`src/rtl/showcase_ram_arbiter.sv`:
```
// Two-requester round-robin arbiter owning a small single-port synchronous RAM.
// One access per cycle; read data returns on the owner's response port one cycle later.
module showcase_ram_arbiter #(
  parameter int unsigned DATA_WIDTH = 8,
  parameter int unsigned ADDR_WIDTH = 2
) (
  input  logic                  clk,
  input  logic                  rst,
  input  logic                  req0_vld,
  output logic                  req0_rd,
  input  logic                  req0_we,
  input  logic [ADDR_WIDTH-1:0] req0_addr,
  input  logic [DATA_WIDTH-1:0] req0_wdata,
  output logic                  resp0_vld,
  output logic [DATA_WIDTH-1:0] resp0_data,
  input  logic                  req1_vld,
  output logic                  req1_rd,
  input  logic                  req1_we,
  input  logic [ADDR_WIDTH-1:0] req1_addr,
  input  logic [DATA_WIDTH-1:0] req1_wdata,
  output logic                  resp1_vld,
  output logic [DATA_WIDTH-1:0] resp1_data
);

  localparam int unsigned Depth = 1 << ADDR_WIDTH;

  logic [DATA_WIDTH-1:0] mem_q [Depth];

  logic                  prio_q, prio_d;
  logic                  gnt0, gnt1;
  logic                  acc_we;
  logic [ADDR_WIDTH-1:0] acc_addr;
  logic [DATA_WIDTH-1:0] acc_wdata;
  logic [DATA_WIDTH-1:0] rd_word;
  logic                  resp0_vld_q, resp0_vld_d;
  logic                  resp1_vld_q, resp1_vld_d;
  logic [DATA_WIDTH-1:0] resp0_data_q, resp0_data_d;
  logic [DATA_WIDTH-1:0] resp1_data_q, resp1_data_d;

  // Grants are suppressed during reset so no transfer can occur in a reset cycle.
  always_comb begin
    gnt0 = 1'b0;
    gnt1 = 1'b0;
    if (!rst) begin
      if (req0_vld && req1_vld) begin
        gnt0 = !prio_q;
        gnt1 = prio_q;
      end else begin
        gnt0 = req0_vld;
        gnt1 = req1_vld;
      end
    end
  end

  assign req0_rd = gnt0;
  assign req1_rd = gnt1;

  always_comb begin
    acc_we    = req0_we;
    acc_addr  = req0_addr;
    acc_wdata = req0_wdata;
    if (gnt1) begin
      acc_we    = req1_we;
      acc_addr  = req1_addr;
      acc_wdata = req1_wdata;
    end
  end

  assign rd_word = mem_q[acc_addr];

  always_comb begin
    prio_d = prio_q;
    if (gnt0) begin
      prio_d = 1'b1;
    end else if (gnt1) begin
      prio_d = 1'b0;
    end
    resp0_vld_d  = gnt0 && !acc_we;
    resp1_vld_d  = gnt1 && !acc_we;
    resp0_data_d = resp0_vld_d ? rd_word : resp0_data_q;
    resp1_data_d = resp1_vld_d ? rd_word : resp1_data_q;
  end

  // A read accepted just before reset still pulses: its flop loads while rst is low.
  always_ff @(posedge clk) begin
    if (rst) begin
      prio_q       <= 1'b0;
      resp0_vld_q  <= 1'b0;
      resp1_vld_q  <= 1'b0;
      resp0_data_q <= '0;
      resp1_data_q <= '0;
    end else begin
      prio_q       <= prio_d;
      resp0_vld_q  <= resp0_vld_d;
      resp1_vld_q  <= resp1_vld_d;
      resp0_data_q <= resp0_data_d;
      resp1_data_q <= resp1_data_d;
    end
  end

  // RAM contents are deliberately left out of reset.
  always_ff @(posedge clk) begin
    if ((gnt0 || gnt1) && acc_we) begin
      mem_q[acc_addr] <= acc_wdata;
    end
  end

  assign resp0_vld  = resp0_vld_q;
  assign resp1_vld  = resp1_vld_q;
  assign resp0_data = resp0_data_q;
  assign resp1_data = resp1_data_q;

endmodule
```
`config.mk`:
```
export PLATFORM = sky130hd
export DESIGN_NAME = showcase_ram_arbiter
export DESIGN_NICKNAME = d
export VERILOG_FILES = /design/src/rtl/showcase_ram_arbiter.sv
export SDC_FILE = /design/constraint.sdc
export NUM_CORES = 1
export LEC_CHECK = 0
export ABC_AREA = 1
export BUFFER_PORTS_ARGS = -buffer_cell sky130_fd_sc_hd__buf_2
export CAP_MARGIN = 0
export CORE_ASPECT_RATIO = 0.8
export CORE_MARGIN = 2
export CORE_UTILIZATION = 57
export CTS_BUF_LIST = sky130_fd_sc_hd__clkbuf_4
export CTS_CLUSTER_SIZE = 20
export DETAILED_ROUTE_END_ITERATION = 16
export PLACE_DENSITY = 0.88
export SLEW_MARGIN = 20
export SYNTH_ARGS = -nofsm -noshare
export SYNTH_HDL_FRONTEND = slang
export SYNTH_SLANG_ARGS = --single-unit
```
`constraint.sdc`:
```
create_clock -name clk -period 3 [get_ports clk]
set_input_delay 0.6 -clock clk [delete_from_list [all_inputs] [get_ports clk]]
set_output_delay 0.6 -clock clk [all_outputs]
set_load 0.02 [all_outputs]
```
==> flow_summary.ini <==
[timing]
final.setup_skew_ns = 0.00953
slew_viol_final = 0
fmax_mhz = 466
tns_ns = 0
relSlewSlack = 0.716
rsz0062_at_grt = no
setup_violations = 0
min_period_over_period = 0.716
hold_viol = 0
fin_crit_ns = 2.15
worst_slew_pin_slew_ns = 0.426

[yosys]
synth-edff-count = 32
yosys.area.top_type = edfxtp_1
avgSynthCellArea_um2 = 9.38
ys_top_cells_by_area = edfxtp_1 (41%), dfxtp_1 (16%), nand2_1 (12%)
syn_area_mm2 = 0.00236
async_flop_share = 0
yosysWarnings = 0
ys_top_cells_by_count = nand2_1 (76), nand3_1 (41), edfxtp_1 (32)
synthesis.instances = 252
syn_nets = 278
synth_top_area_frac = 0.406
yosysSeqAreaShare = 0.567
ys_ff_latch = 51
synth_most_common_cell = nand2_1
netlist-cell-type-count = 23
synth_ff_type = edfxtp_1

[critical_path]
cp-start-kind = flip-flop
arrival_ns = 1.55
cp.required_ns = 2.40
crit_fanout = 17
worst_setup_path_end_kind = output pin
critPathKind = reg2out

[run_status]
outcome = finished, final reports clean

[cts]
cts.clk_slew.worst_paths_ns = 0.14
cts_sinks = 51
cts_tree = built
htreeDepth = 2
postCtsSetupBuffers = 0
cts_buffers = 5
clock_path_buffers = 2
ctsResizeCount = 0
clockRootBuffer = clkbuf_4
hold_buffers = 0
clk_latency_ns = 0.37

[drt]
vias = 1836
wl_per_cell_um = 13.5
routed_wl_mm = 4.82
ant_nets = 0
vias_per_cell = 5.14
drcViolationCount = 0
drtIter0Drc = 90
dr.pass1.iters = 4

[die]
start_util = 0.610
core_area_mm2 = 0.00388
die_h_um = 61.6
die_area_mm2 = 0.00468
ios = 46
die_w_um = 76.0
row_count = 20

[final_layout]
fin_nets = 327
area_delta_synth_final_pct = 14.6
drive_above_1_share = 0.268
final_cell_area_mm2 = 0.00271
antenna_cells = 0

[job]
maxCapViolCount = 0

[power]
vdd_drop_max_mv = 0.314
power_density_mw_per_mm2 = 504
total_leakage_power_nw = 1.29

[global_routing]
antenna_found_initial = 0
grt_pass1_wl_mm = 7.80
grt_pass1_vias = 1666
grt_overflow = 0
grt_max_degree = 18
grt_usage = 0.224

[placed_design]
port_buffers = 45
placed_area_mm2 = 0.00263
gp_congestion = 0.846
hpwlAfterDp_mm = 3.69

[worst_hold_path]
min_path_type = in2reg
==> per-stage QoR <==
step,setup slack [ns],std cells,power [mW],hold WS [ns],utilization
finish,0.852,357,1.37,0.483,0.698
global route,0.762,357,1.42,0.475,0.698
CTS,0.842,357,1.37,0.472,0.698
detailed placement,0.643,349,0.990,0.509,0.677
global placement,0.678,349,0.984,0.508,0.677
floorplan,0.540,252,0.933,0.488,-
==> critical path, cell delays in order, from the launching register on <==
cell and delay (ns):
dfxtp_1 0.41, inv_2 0.06, nand2_2 0.15, nand2_8 0.15
inv_2 0.20, buf_2 0.20
==> where the power goes <==
group | switching (mW) | internal [mW] | total (mW)
sequential | 0.00903 | 0.772 | 0.781
clock | 0.217 | 0.175 | 0.392
combinational | 0.131 | 0.0624 | 0.194
total | 0.357 | 1.01 | 1.37
==> cells in the final DEF (no fill, tap or decap), drive strengths merged <==
cell       n
clkbuf     5
clkinvlp   1
dfxtp     19
nand2     88
edfxtp    32
o21ai      4
clkinv     1
bufinv     1
buf       49
a21oi     10
nor2       2
nand3     42
inv       35
o21a       8
nor3       4
o211ai     1
==> cell type report <==
class / instances / area (um2)
flip-flops and latches: 51 / 1340
fillers: 304 / 1170
multi-input cells: 159 / 828
repair buffers: 49 / 255
inverters: 35 / 134
well taps: 55 / 68.8
clock inverters: 3 / 43.8
clock buffers: 5 / 37.5
==> registers in the layout, summed over array words and instances, names as in the netlist <==
signal / count
resp1_vld: 1
resp1_data: 8
mem_q: 32
resp0_vld: 1
resp0_data: 8
prio_q: 1
==> layer usage <==
metal  track usage  share of wire
met5             0              0
met2         0.383           0.47
met4        0.0883          0.013
met3        0.0528          0.086
met1         0.288           0.44
==> kinds of logic after synthesis <==
logic type / Yosys count / share of synthesized area
AO/OA/AOI/OAI: 23 / 0.0704
buffers and inverters: 42 / 0.0825
flip-flops: 51 / 0.567
AND/OR/NAND/NOR: 136 / 0.280
==> final timing paths <==
kind	startpoint	endpoint	slack, ns	cells after the start
setup reg to reg	prio_q	mem_q[2][6]	0.99	7
setup / recovery	prio_q	req1_rd	0.85	5
hold reg to reg	prio_q	prio_q	0.53	2
hold / removal	req1_we	resp1_vld	0.48	2
No activity file was read; power rests on OpenSTA's default activity.
